==> config.mk <==
export PLATFORM = sky130hd
export DESIGN_NAME = scalar_rf_multiport
export DESIGN_NICKNAME = d
export VERILOG_FILES = /design/src/rtl/scalar_rf_pkg.sv /design/src/rtl/scalar_rf_clear_seq.sv /design/src/rtl/scalar_rf_multiport.sv
export SDC_FILE = /design/constraint.sdc
export NUM_CORES = 1
export LEC_CHECK = 0
export ABC_AREA = 0
export CORE_UTILIZATION = 45
export DETAILED_ROUTE_END_ITERATION = 6
export PLACE_DENSITY = 0.71
export SYNTH_ARGS = -nofsm -noshare
export SYNTH_HDL_FRONTEND = slang
export SYNTH_SLANG_ARGS = --single-unit
export TNS_END_PERCENT = 1
==> constraint.sdc <==
create_clock -name clk -period 5.75 [get_ports clk]
set_input_delay 0.575 -clock clk [delete_from_list [all_inputs] [get_ports clk]]
set_output_delay 0.575 -clock clk [all_outputs]
set_load 0.005 [all_outputs]
==> src/rtl/scalar_rf_pkg.sv <==
// rtl/scalar_rf_pkg.sv - shared types and default sizing for the scalar register file
//
// Purpose: sweep FSM state type and default parameter values used by
// scalar_rf_multiport and scalar_rf_clear_seq.
package scalar_rf_pkg;

  localparam int DW_DEF    = 16;
  localparam int DEPTH_DEF = 8;
  localparam int NRD_DEF   = 2;

  typedef enum logic {
    RF_IDLE  = 1'b0,
    RF_CLEAR = 1'b1
  } rf_state_t;

endpackage

==> src/rtl/scalar_rf_clear_seq.sv <==
// rtl/scalar_rf_clear_seq.sv - clear sweep sequencer (FSM, index counter, busy/done)
//
// Purpose: walks clr_idx over every entry once per sweep. A sweep starts on
// reset or on clr_req while idle; clr_req during a sweep is ignored and a
// reset mid-sweep restarts it from entry 0 without a done pulse.
// Ports:
//   clk, rst        - clock, synchronous active-high reset
//   clr_req         - request a sweep (honoured only while idle)
//   busy            - high while sweeping (decoded from state)
//   done            - registered one-cycle pulse after the last entry is cleared
//   clr_active      - same as busy, for the storage array
//   clr_idx         - entry being cleared this cycle
//   clr_start       - idle-state clr_req accepted this cycle (pending bits reset)
module scalar_rf_clear_seq
  import scalar_rf_pkg::*;
#(
  parameter int DEPTH = DEPTH_DEF,
  parameter int AW    = $clog2(DEPTH)
) (
  input  logic          clk,
  input  logic          rst,
  input  logic          clr_req,
  output logic          busy,
  output logic          done,
  output logic          clr_active,
  output logic [AW-1:0] clr_idx,
  output logic          clr_start
);

  localparam logic [AW-1:0] LAST_IDX = AW'(DEPTH - 1);

  rf_state_t     state_q, state_d;
  logic [AW-1:0] idx_q, idx_d;
  logic          done_q, done_d;

  always_comb begin
    state_d = state_q;
    idx_d   = idx_q;
    done_d  = 1'b0;
    case (state_q)
      RF_CLEAR: begin
        idx_d = idx_q + AW'(1);
        if (idx_q == LAST_IDX) begin
          state_d = RF_IDLE;
          idx_d   = '0;
          done_d  = 1'b1;
        end
      end
      default: begin
        if (clr_req) begin
          state_d = RF_CLEAR;
          idx_d   = '0;
        end
      end
    endcase
  end

  always_ff @(posedge clk) begin
    if (rst) begin
      state_q <= RF_CLEAR;
      idx_q   <= '0;
      done_q  <= 1'b0;
    end else begin
      state_q <= state_d;
      idx_q   <= idx_d;
      done_q  <= done_d;
    end
  end

  assign busy       = (state_q == RF_CLEAR);
  assign clr_active = busy;
  assign clr_idx    = idx_q;
  assign done       = done_q;
  assign clr_start  = (state_q == RF_IDLE) && clr_req && !rst;

endmodule

==> src/rtl/scalar_rf_multiport.sv <==
// rtl/scalar_rf_multiport.sv - parametrised multi-read scalar register file with pending scoreboard
//
// Purpose: DEPTH x DW storage with NRD registered read ports, one write port,
// a per-entry pending bit set by lock and cleared by write, and a hardware
// clear sweep after reset or on request.
// Optional feature: define SCALAR_RF_BYPASS_EN to forward same-cycle write
// data/pending state to matching read ports.
// Ports:
//   clk, rst          - clock, synchronous active-high reset
//   rd_addr, rd_data  - NRD read addresses / registered data, port k at slice k
//   rd_pend           - registered pending bit of each addressed entry
//   wr_en/addr/data   - write port (clears pending bit of the entry)
//   lock_en/addr      - mark an entry pending
//   clr_req           - request a clear sweep
//   busy, done        - sweep in progress / one-cycle completion pulse
module scalar_rf_multiport
  import scalar_rf_pkg::*;
#(
  parameter  int DW    = DW_DEF,
  parameter  int DEPTH = DEPTH_DEF,
  parameter  int NRD   = NRD_DEF,
  localparam int AW    = $clog2(DEPTH)
) (
  input  logic              clk,
  input  logic              rst,
  input  logic [NRD*AW-1:0] rd_addr,
  output logic [NRD*DW-1:0] rd_data,
  output logic [NRD-1:0]    rd_pend,
  input  logic              wr_en,
  input  logic [AW-1:0]     wr_addr,
  input  logic [DW-1:0]     wr_data,
  input  logic              lock_en,
  input  logic [AW-1:0]     lock_addr,
  input  logic              clr_req,
  output logic              busy,
  output logic              done
);

  logic          clr_active;
  logic [AW-1:0] clr_idx;
  logic          clr_start;

  scalar_rf_clear_seq #(
    .DEPTH (DEPTH),
    .AW    (AW)
  ) u_clear_seq (
    .clk        (clk),
    .rst        (rst),
    .clr_req    (clr_req),
    .busy       (busy),
    .done       (done),
    .clr_active (clr_active),
    .clr_idx    (clr_idx),
    .clr_start  (clr_start)
  );

  // Writes and locks are only honoured while idle and out of reset.
  logic wr_ok, lock_ok;
  assign wr_ok   = wr_en   && !rst && !clr_active;
  assign lock_ok = lock_en && !rst && !clr_active;

  logic [DW-1:0] mem_q [DEPTH];

  // Storage has no reset; the sweep zeroes it. A write in the same cycle as
  // an accepted clr_req still lands and is then overwritten by the sweep.
  always_ff @(posedge clk) begin
    if (clr_active) begin
      mem_q[clr_idx] <= '0;
    end else if (wr_ok) begin
      mem_q[wr_addr] <= wr_data;
    end
  end

  logic [DEPTH-1:0] pend_q, pend_d;

  // Lock is applied after the write clear so lock wins on the same entry.
  always_comb begin
    pend_d = pend_q;
    if (clr_start) begin
      pend_d = '0;
    end else begin
      if (wr_ok)   pend_d[wr_addr]   = 1'b0;
      if (lock_ok) pend_d[lock_addr] = 1'b1;
    end
  end

  always_ff @(posedge clk) begin
    if (rst) begin
      pend_q <= '0;
    end else begin
      pend_q <= pend_d;
    end
  end

  for (genvar k = 0; k < NRD; k++) begin : g_rd
    logic [AW-1:0] ra;
    logic [DW-1:0] data_q;
    logic          pend_rd_q;

    assign ra = rd_addr[k*AW +: AW];

    always_ff @(posedge clk) begin
      if (rst || clr_active) begin
        data_q    <= '0;
        pend_rd_q <= 1'b0;
      end else begin
`ifdef SCALAR_RF_BYPASS_EN
        if (wr_ok && (wr_addr == ra)) begin
          data_q    <= wr_data;
          pend_rd_q <= lock_ok && (lock_addr == ra);
        end else begin
          data_q    <= mem_q[ra];
          pend_rd_q <= pend_q[ra];
        end
`else
        data_q    <= mem_q[ra];
        pend_rd_q <= pend_q[ra];
`endif
      end
    end

    assign rd_data[k*DW +: DW] = data_q;
    assign rd_pend[k]          = pend_rd_q;
  end

endmodule

---- After elaboration in Yosys (flattened, before gate mapping) ----
Memory sizes are Yosys's and may differ from the RTL's. A register that Yosys moved wholly into a read port is not among the register bits.
Index checks and enable logic that the tools add are counted.
storage, ports and cells
  input bits .............................. 33
  memories ................................ 1
  register bits after elaboration ......... 15
  output and inout port bits .............. 36
  logic and storage cells ................. 60
  RAM bits ................................ 128
operators by class
  mux-type cells .......................... 26
  reduce and logical (&&, ||, !) cells .... 15
  add/sub/neg operators ................... 1
  eq/ne operators ......................... 1
  bitwise logic cells ..................... 4
  magnitude comparators ................... 6
memory list
  memory  words  width  rd ports  clocked after Yosys merged registers in  write ports  RTL line                   text
  mem_q   8      16     2         2                                        1            scalar_rf_multiport.sv:62  logic [DW-1:0] mem_q [DEPTH];
operators by type and width
  operator                                                                             count
  8-bit 2-to-1 mux                                                                     3
  3-bit by 4-bit less-than comparator with 1-bit output, second input constant         4
  16-bit 2-to-1 mux                                                                    1
  16-bit OR reduction                                                                  1
  1-bit 2-to-1 mux                                                                     14
  3-bit 2-to-1 mux                                                                     4
  8-bit AND                                                                            1
  1-bit logical AND                                                                    8
  8-bit inverter                                                                       1
  8-bit bitwise OR                                                                     1
  1-bit binary-select mux with 3-bit select                                            2
  1-bit demux with 3-bit select                                                        2
  3-bit by 1-bit greater-or-equal comparator with 1-bit output, second input constant  2
  2-bit OR reduction                                                                   2
  3-bit by 1-bit adder with 3-bit output, second input constant                        1
  3-bit equality test, second input constant                                           1
  1-bit zero test                                                                      2
  2-bit nonzero test                                                                   1
  1-bit logical OR                                                                     1
  1-bit inverter                                                                       1

---- Depth between registers and ports, before layout ----
Gate-level depths: netlist of the first run.
  depth after elaboration ................. 10
  gate-level depth with buffers ........... 6
  mapped depth without buffers ............ 5

---- By module ----
A second synthesis of the first run with hierarchy kept.
unflattened totals
  cell total of the unflattened synthesis .. 552
  area, all modules ....................... 7682.4 um2
by module, submodules not included
  module               area each (um2)  cells each  sequential area each (um2)  times used
  scalar_rf_multiport  7448.4           528         4684.5                      1
  scalar_rf_clear_seq  234.0            24          100.1                       1

---- Worst setup path after synthesis of the first run ----
No wires, ideal clock.
  path type ............................... input-to-reg
  start point ............................. input rst
  end point ............................... memory mem_q[6][0] in the netlist's numbering, enable pin
  setup slack ............................. 3.188 ns
  data required time ...................... 5.362 ns
  stages on the path ...................... 4
  arrival ................................. 2.174 ns
  setup time .............................. 0.388 ns
  path buffers ............................ 1
  path through ............................ buf_2 -> nor3b_2 -> mux2_2 -> nor2_1
between the ends
  word-level cells in the longest chain between the ends .. 8
  elaborated cells on any way between the ends .. 9
  those cells by class .................... mux: 5; reduce/logical: 4
RTL lines
  what                                                                   RTL line                   text
  start: declaration                                                     scalar_rf_multiport.sv:25  input logic rst,
  1-bit zero test (*)                                                    scalar_rf_multiport.sv:59  assign wr_ok = wr_en && !rst && !clr_active;
  1-bit logical AND (*) (2 in series)                                    scalar_rf_multiport.sv:59
  1-bit 2-to-1 mux (*)                                                   scalar_rf_multiport.sv:69  end else if (wr_ok) begin
  1-bit 2-to-1 mux (*)                                                   scalar_rf_multiport.sv:67  if (clr_active) begin
  1-bit 2-to-1 mux (implied by the code) (*)                             scalar_rf_multiport.sv:70  mem_q[wr_addr] <= wr_data;
  16-bit OR reduction (no line)                                          --
  3-bit 2-to-1 mux (no line) / 1-bit 2-to-1 mux (equally long branches)  --
  end: declaration                                                       scalar_rf_multiport.sv:62
Every way passes the cells marked *; elsewhere a longest branch is shown, timed or not.

---- Worst setup path in the final report of the first run ----
  start point ............................. input rst
  end point ............................... memory mem_q[2][1] in the netlist's numbering, enable pin
Same word-level chain as after synthesis.

==> results.json, run 1 <==
{
  "slowest_delay_ns": 1.05,
  "route.detailed.drc": 0,
  "cp_num_buf_inv": 2,
  "status": "complete, no violations",
  "synth_flop_cell": "edfxtp_1",
  "synth_area_um2": 7630,
  "setup_violations": 0,
  "required_ns": 5.88,
  "seq_area_frac_synth": 0.627,
  "finalSetupTns_ns": 0,
  "yosys-top-cells-count": "139 x mux2i_1, 128 x edfxtp_1, 67 x o22ai_1, 47 x dfxtp_1, 34 x or2_1",
  "syn_inst": 540,
  "clock_power_share": 0.448,
  "hold_violations": 0,
  "core_area_um2": 16600,
  "async_reset_ff_frac": 0,
  "fillCellCount": 1349,
  "final_max_slew_viol_count": 0,
  "synth_nets": 575,
  "synth.area.top_cells": "edfxtp_1 50%, mux2i_1 18%, dfxtp_1 12%, o22ai_1 5.5%, or2_1 2.8%",
  "layout-area-overhead-vs-synth_pct": 18.8,
  "die_area_um2": 17500,
  "finalPower_uw": 2820,
  "synth.distinct_cells": 33,
  "cts_tree": "yes",
  "grt_pass1_vias": 4828,
  "fin_util": 0.547,
  "worstPathArrival_ns": 3.77,
  "worstSetupStartpointType": "input port",
  "worst-slew-pin-transition_ns": 1.24,
  "netlist.area_leader.share": 0.504,
  "cp_top_family": "simple AND/OR/NAND/NOR gates",
  "grt_max_degree": 69,
  "worstPathMaxFanout": 25,
  "grt_overflow": 0,
  "path_clk_slew_ns": 0.06,
  "vias": 4725,
  "wl_per_cell_um": 20.7,
  "ys_ff_latch": 175,
  "worst_hold_slack_ns": 0.555,
  "yosysTopAreaCell": "edfxtp_1",
  "cts_resized": 0,
  "io_pins": 69,
  "synth_area_per_cell_um2": 14.1,
  "via_per_inst": 5.70,
  "io_buffer_count": 68,
  "cts.path.max_buffers": 2,
  "cts_buffers": 17,
  "maxCapViolations": 0,
  "htree_levels": 4,
  "diodes": 0,
  "row_count": 47,
  "num-nets-final": 631,
  "dp_hpwl_um": 10400,
  "period_share": 0.632,
  "post-cts-setup-buffer-count": 0,
  "synth_edf_count": 128,
  "grt_pass1_wl_um": 26300,
  "vdd_ir_drop_max_uv": 229,
  "worstSetupEndpointType": "register",
  "slew_headroom": 0.167,
  "power.leakage_uw": 0.00350,
  "rr_worst_depth": 4,
  "synth_most_common_cell": "mux2i_1",
  "antenna_found_initial": 0,
  "initial_core_util": 0.460,
  "clkSinkCount": 175,
  "placed_cells": 797,
  "die_w_um": 132,
  "register_area_um2": 4780,
  "max_freq_mhz": 275,
  "seq_power_share": 0.497,
  "comb_power_share": 0.055,
  "power-per-cell-area_nw_per_um2": 311,
  "path_cells": "clkdlybuf4s50_1 -> nor3b_4 -> mux2i_1 -> nor2_1 -> buf_4",
  "multi_input_area_um2": 2610,
  "drt-initial-drc-count": 369,
  "cp_slowest_cell": "nor3b_4",
  "min_path_type": "register to register",
  "skew_ns": 0.00429,
  "drt-pass1-iter-count": 5,
  "fin_cells": 829,
  "critical_path_depth": 5,
  "cts_hold_buf": 0,
  "die_y_um": 132,
  "period_minus_slack_ns": 3.64,
  "criticalPathCategory": "input port to register",
  "p_int_uw": 2260,
  "postRouteAntennaNets": 0,
  "synth_warnings": 0,
  "hold_depth": 1,
  "gp_congestion": 0.810,
  "grt_usage": 0.202,
  "final_layout_size_suffix_gt1_frac": 0.0739,
  "swShare": 0.198,
  "cts-root-buf": "clkbuf_16",
  "rsz0062_at_grt": "no",
  "p_sw_uw": 559,
  "drt-total-wl_um": 17100,
  "clk_latency_ns": 0.43
}
==> kinds of logic (layout without fill, tap and decap cells) <==
kind of cell	count (synthesis)	after routing	synth area share
and+or+nand+nor	101	101	0.0833
AOI/OAI and AO/OA	82	82	0.0713
adders and majority gates	2	2	0.00328
DFF	175	175	0.627
buffers and inverters	40	109	0.0313
muxes	140	140	0.184
==> through the flow <==
step / worst slack [ns] / instance area, µm²
final: 2.11 / 9060
after floorplan: 3.19 / 7630
after CTS: 2.10 / 9060
after global placement: 1.82 / 8410
after detailed placement: 1.68 / 8410
after global routing: 1.88 / 9060
==> path summary, 6_finish.rpt <==
kind	from	endpoint	slack, ns
max reg2reg	u_clear_seq.busy$_SDFF_PP1_	mem_q[2][1]$_DFFE_PP_	2.48
max	rst	mem_q[2][1]$_DFFE_PP_	2.11
min reg2reg	pend_q[3]$_SDFF_PP0_	pend_q[3]$_SDFF_PP0_	0.55
min	pend_q[3]$_SDFF_PP0_	pend_q[3]$_SDFF_PP0_	0.55
==> layout make-up <==
| class | count | share of cell area |
|---|---|---|
| clock inverter | 13 | 0.0240 |
| tap | 220 | 0.0304 |
| clock buffer | 19 | 0.0478 |
| multi-input combinational | 325 | 0.288 |
| timing repair buffer | 76 | 0.0812 |
| inverter | 1 | 0.000414 |
| sequential | 175 | 0.528 |
==> worst reg2reg max path, delay by kind of cell (launching register included) <==
kind	cells	cell delay, ns
muxes	1	0.24
and+or+nand+nor	2	1.87
DFF	1	0.53
buffers and inverters	1	0.33
==> registers in the layout (all words and copies together) (netlist names) <==
register / cells
u_clear_seq.busy: 1
mem_q: 128
g_rd.pend_rd_q: 2
g_rd.data_q: 32
pend_q: 8
u_clear_seq.done: 1
u_clear_seq.clr_idx: 3
==> per-layer routing <==
layer  global-route usage  wire length, µm  up-vias
met2                0.333             8340      165
li1                     -                -     2190
met4               0.0945              459        0
met3               0.0365              969       29
met1                0.259             7360     2341
met5                    0                0        -
==> cells in the final DEF (no fill, tap or decap), drive strengths merged, types with 6 or more instances in the layout <==
master         instances
and2                  17
buf                   10
bufinv                 6
nor2                  17
a32o                   8
dfxtp                 47
edfxtp               128
nor2b                  7
clkbuf                19
clkdlybuf4s50         66
nand2                  6
o22ai                 68
mux2i                139
or2                   34
==> power by group through the flow <==
stage                     clock, µW  combinational [µW]  sequential [µW]
final                          1260                 154             1400
after global routing           1320                 165             1400
after CTS                      1270                 154             1400
after detailed placement          0                 153             1430
after global placement            0                 149             1430
after floorplan                   0                97.7             1420
Power figures use the tool's default switching activity.
==> inputs of run 2 (changes only) <==
--- a/config.mk
+++ b/config.mk
@@ -8,7 +8,7 @@
 export ABC_AREA = 0
 export CORE_UTILIZATION = 45
 export DETAILED_ROUTE_END_ITERATION = 6
-export PLACE_DENSITY = 0.71
+export PLACE_DENSITY = 0.73
 export SYNTH_ARGS = -nofsm -noshare
 export SYNTH_HDL_FRONTEND = slang
 export SYNTH_SLANG_ARGS = --single-unit
==> constraint.sdc (replaced) <==
create_clock -name clk -period 3.3 [get_ports clk]
set_input_delay 0.33 -clock clk [delete_from_list [all_inputs] [get_ports clk]]
set_output_delay 0.33 -clock clk [all_outputs]
set_load 0.005 [all_outputs]
==> results.json, run 2 (synthesis results as in run 1) <==
{
  "status": "complete, no violations",
  "slew_headroom": 0.422,
  "clkSinkCount": 175,
  "final_layout_size_suffix_gt1_frac": 0.103,
  "grt_overflow": 0,
  "period_share": 0.666,
  "worstSetupEndpointType": "register",
  "finalSetupTns_ns": 0,
  "required_ns": 3.62,
  "initial_core_util": 0.460,
  "power-per-cell-area_nw_per_um2": 519,
  "rsz0062_at_grt": "no",
  "criticalPathCategory": "register to register",
  "maxCapViolations": 0,
  "htree_levels": 4,
  "max_freq_mhz": 455,
  "die_area_um2": 17500,
  "worstSetupStartpointType": "register",
  "die_w_um": 132,
  "cts_tree": "yes",
  "vias": 4821,
  "worstPathMaxFanout": 21,
  "power.leakage_uw": 0.00356,
  "cts_hold_buf": 0,
  "io_pins": 69,
  "hold_violations": 0,
  "final_max_slew_viol_count": 0,
  "grt_pass1_wl_um": 26800,
  "critPathCapture": "g_rd[0].data_q[7]$_SDFF_PP0_",
  "io_buffer_count": 68,
  "cts_buffers": 17,
  "route.detailed.drc": 0,
  "final_common_cell": "mux2i_1",
  "rr_worst_depth": 3,
  "num-nets-final": 646,
  "cts-root-buf": "clkbuf_16",
  "r2r-end": "g_rd[0].data_q[7]$_SDFF_PP0_",
  "setup_violations": 0,
  "postRouteAntennaNets": 0,
  "grt_pass1_vias": 5074,
  "startpoint": "u_clear_seq.busy$_SDFF_PP1_",
  "clk_latency_ns": 0.44,
  "worst-slew-pin-transition_ns": 0.866,
  "worstPathArrival_ns": 2.52,
  "skew_ns": 0.00821,
  "layout-area-overhead-vs-synth_pct": 19.8,
  "diodes": 0,
  "vdd_ir_drop_max_uv": 391,
  "grt_usage": 0.206,
  "min-delay-start": "pend_q[1]$_SDFF_PP0_",
  "core_area_um2": 16600,
  "wl_per_cell_um": 20.5,
  "antenna_found_initial": 0,
  "grt_max_degree": 40,
  "regMostFlops": "mem_q",
  "place_ws_ns": 0.789,
  "cts.path.max_buffers": 2,
  "rr_startpoint": "u_clear_seq.busy$_SDFF_PP1_",
  "row_count": 47,
  "min_path_type": "register to register",
  "drt-pass1-iter-count": 5,
  "drt-total-wl_um": 17300,
  "cts_resized": 0,
  "dp_hpwl_um": 10900,
  "drt-initial-drc-count": 344,
  "largest_registers": "mem_q (128), g_rd.data_q (32), pend_q (8)",
  "final_cell_mix": "139 x mux2i_1, 128 x edfxtp_1, 67 x o22ai_1",
  "gp_congestion": 0.854,
  "fin_ws_ns": 1.10,
  "path_clk_slew_ns": 0.06,
  "via_per_inst": 5.71,
  "largest_reg_flops": 128,
  "post-cts-setup-buffer-count": 0,
  "die_y_um": 132,
  "period_minus_slack_ns": 2.20,
  "r2r_setup_slack_ns": 1.10
}
==> run 2: worst min-delay path by stage <==
| stage | end | cells past startpoint |
|---|---|---|
| after global placement | pend_q[1]$_SDFF_PP0_ | 1 |
| after CTS | pend_q[1]$_SDFF_PP0_ | 1 |
| after floorplan | u_clear_seq.busy$_SDFF_PP1_ | 2 |
| final | pend_q[1]$_SDFF_PP0_ | 1 |
| after detailed placement | pend_q[1]$_SDFF_PP0_ | 1 |
| after global routing | pend_q[1]$_SDFF_PP0_ | 1 |
==> run 2: where the power goes <==
part           total, µW  leakage [µW]  internal, µW  switching, µW
clock network       2020      0.000288          1180            837
logic                283       0.00157           131            152
registers           2440       0.00169          2410           32.6
total               4740       0.00356          3720           1020
==> run 2: metal layers <==
metal  routed length [µm]  GRT usage
met5                    0          0
met4                  782      0.127
met3                 1060     0.0454
met2                 8450      0.345
met1                 7050      0.243
==> run 2: final cells by class <==
cell class / instances / area [µm²]
clock buffer: 20 / 468
clock inverter: 12 / 133
multi-input combinational: 325 / 2610
timing repair buffer: 91 / 861
inverter: 1 / 3.75
tap: 220 / 275
fill: 1339 / 7440
sequential: 175 / 4780
==> run 2: per-stage QoR <==
step | utilization | total power (µW) | cells | hold slack, ns | cell area (µm²)
after floorplan | - | 2650 | 540 | 0.467 | 7630
after global placement | 0.515 | 2750 | 812 | 0.509 | 8540
after detailed placement | 0.515 | 2770 | 812 | 0.515 | 8540
after CTS | 0.551 | 4760 | 844 | 0.527 | 9140
after global routing | 0.551 | 4870 | 844 | 0.563 | 9140
final | 0.551 | 4740 | 844 | 0.524 | 9140
==> run 2: critical path, stage by stage (launching register included) <==
cell and delay [ns]:
dfxtp_1 0.77, or4b_1 0.79, o22ai_1 0.23, or2_1 0.28
==> inputs of run 3 (changes only) <==
--- a/config.mk
+++ b/config.mk
@@ -8,7 +8,7 @@
 export ABC_AREA = 0
 export CORE_UTILIZATION = 45
 export DETAILED_ROUTE_END_ITERATION = 6
-export PLACE_DENSITY = 0.73
+export PLACE_DENSITY = 0.71
 export SYNTH_ARGS = -nofsm -noshare
 export SYNTH_HDL_FRONTEND = slang
 export SYNTH_SLANG_ARGS = --single-unit
==> constraint.sdc (replaced) <==
create_clock -name clk -period 2.2 [get_ports clk]
set_input_delay 0.22 -clock clk [delete_from_list [all_inputs] [get_ports clk]]
set_output_delay 0.22 -clock clk [all_outputs]
set_load 0.005 [all_outputs]
==> results.json, run 3 (synthesis results as in run 1) <==
{
  "status": "complete, no violations",
  "grt_pass1_vias": 4981,
  "hold_violations": 0,
  "drt-initial-drc-count": 420,
  "path_cells": "clkdlybuf4s50_1",
  "cts-root-buf": "clkbuf_16",
  "dp_hpwl_um": 11500,
  "cts.path.max_buffers": 2,
  "whs_endpoint": "g_rd[1].data_q[10]$_SDFF_PP0_",
  "diodes": 0,
  "startpoint": "u_clear_seq.busy$_SDFF_PP1_",
  "worstPathMaxFanout": 14,
  "cp_top_family": "flip-flops",
  "post-cts-setup-buffer-count": 0,
  "cts_buffers": 17,
  "vias": 4788,
  "cts_resized": 0,
  "clk_latency_ns": 0.44,
  "rr_startpoint": "u_clear_seq.busy$_SDFF_PP1_",
  "initial_core_util": 0.460,
  "die_area_um2": 17500,
  "worstSetupEndpointType": "primary output",
  "rsz0062_at_grt": "no",
  "regMostFlops": "mem_q",
  "drt-pass1-iter-count": 5,
  "skew_ns": 0.00973,
  "io_buffer_count": 68,
  "htree_levels": 4,
  "gp_congestion": 0.810,
  "final_max_slew_viol_count": 0,
  "route.detailed.drc": 0,
  "via_per_inst": 5.61,
  "num-nets-final": 655,
  "antenna_found_initial": 0,
  "drt-total-wl_um": 17600,
  "cts_tree": "yes",
  "cp_num_buf_inv": 1,
  "finalPower_uw": 7330,
  "clkSinkCount": 175,
  "core_area_um2": 16600,
  "max_freq_mhz": 522,
  "rr_worst_depth": 4,
  "path_clk_slew_ns": 0.06,
  "postRouteAntennaNets": 0,
  "r2r-end": "mem_q[7][13]$_DFFE_PP_",
  "fin_ws_ns": 0.285,
  "worst-slew-pin-transition_ns": 0.593,
  "largest_reg_flops": 128,
  "worstPathArrival_ns": 1.69,
  "layout-area-overhead-vs-synth_pct": 21.6,
  "grt_usage": 0.213,
  "row_count": 47,
  "final_layout_size_suffix_gt1_frac": 0.117,
  "period_share": 0.870,
  "power.leakage_uw": 0.00363,
  "min_path_type": "input port to register",
  "required_ns": 1.98,
  "slowest_delay_ns": 0.66,
  "largest_registers": "mem_q (128), g_rd.data_q (32), pend_q (8)",
  "maxCapViolations": 0,
  "grt_max_degree": 39,
  "r2r_setup_slack_ns": 0.30,
  "place_ws_ns": 0.0301,
  "wl_per_cell_um": 20.7,
  "io_pins": 69,
  "setup_violations": 0,
  "period_minus_slack_ns": 1.91,
  "cts_hold_buf": 0,
  "worstSetupStartpointType": "register",
  "die_y_um": 132,
  "final_cell_mix": "139 x mux2i_1, 128 x edfxtp_1, 67 x o22ai_1",
  "cp_slowest_cell": "dfxtp_1",
  "power-per-cell-area_nw_per_um2": 790,
  "grt_pass1_wl_um": 27500,
  "grt_overflow": 0,
  "final_common_cell": "mux2i_1",
  "hold_depth": 4,
  "min-delay-start": "rd_addr[4]",
  "vdd_ir_drop_max_uv": 643,
  "criticalPathCategory": "register to primary output",
  "die_w_um": 132,
  "slew_headroom": 0.605
}
==> run 3: cell count changes in the layout (fill, tap and decap cells not counted), sizes merged <==
cell / before / now
bufinv: 2 / 5
buf: 25 / 34
clkinv: 5 / 6
clkbuf: 20 / 17
inv: 3 / 2
==> run 3: worst max path at each step <==
stage / cells after the start / slack (ns) / end
global placement: 5 / 0.04 / g_rd[1].data_q[12]$_SDFF_PP0_
detailed placement: 5 / 0.03 / g_rd[1].data_q[12]$_SDFF_PP0_
global route: 5 / 0.19 / mem_q[5][10]$_DFFE_PP_
floorplan: 4 / -0.05 / mem_q[7][0]$_DFFE_PP_
CTS: 1 / 0.24 / busy
finish: 1 / 0.29 / busy
==> run 3: cell type report <==
cell class	instances	area, µm²
Sequential cell	175	4780
Clock buffer	17	425
Multi-Input combinational cell	325	2620
Timing Repair Buffer	100	953
Inverter	1	3.75
Clock inverter	15	218
Fill cell	1347	7310
Tap cell	220	275
==> run 3: report_power, final <==
part	leakage (µW)	internal, µW	switching [µW]
registers	0.00169	3610	47.3
clock network	0.000307	2010	1240
logic	0.00163	201	228
total	0.00363	5820	1510
==> run 3: through the flow <==
| step | instances | cell area [µm²] | hold WS, ns | utilization | setup TNS [ns] |
|---|---|---|---|---|---|
| floorplan | 540 | 7630 | 0.357 | - | -1.75 |
| global route | 853 | 9280 | 0.441 | 0.559 | 0 |
| CTS | 853 | 9280 | 0.393 | 0.559 | 0 |
| global placement | 821 | 8630 | 0.517 | 0.521 | 0 |
| detailed placement | 821 | 8630 | 0.522 | 0.521 | 0 |
| finish | 853 | 9280 | 0.404 | 0.559 | 0 |
==> run 3: routing by layer <==
metal,routed length (µm),GRT usage
met5,0,0
met4,301,0.0849
met3,826,0.0377
met2,9130,0.373
met1,7370,0.261
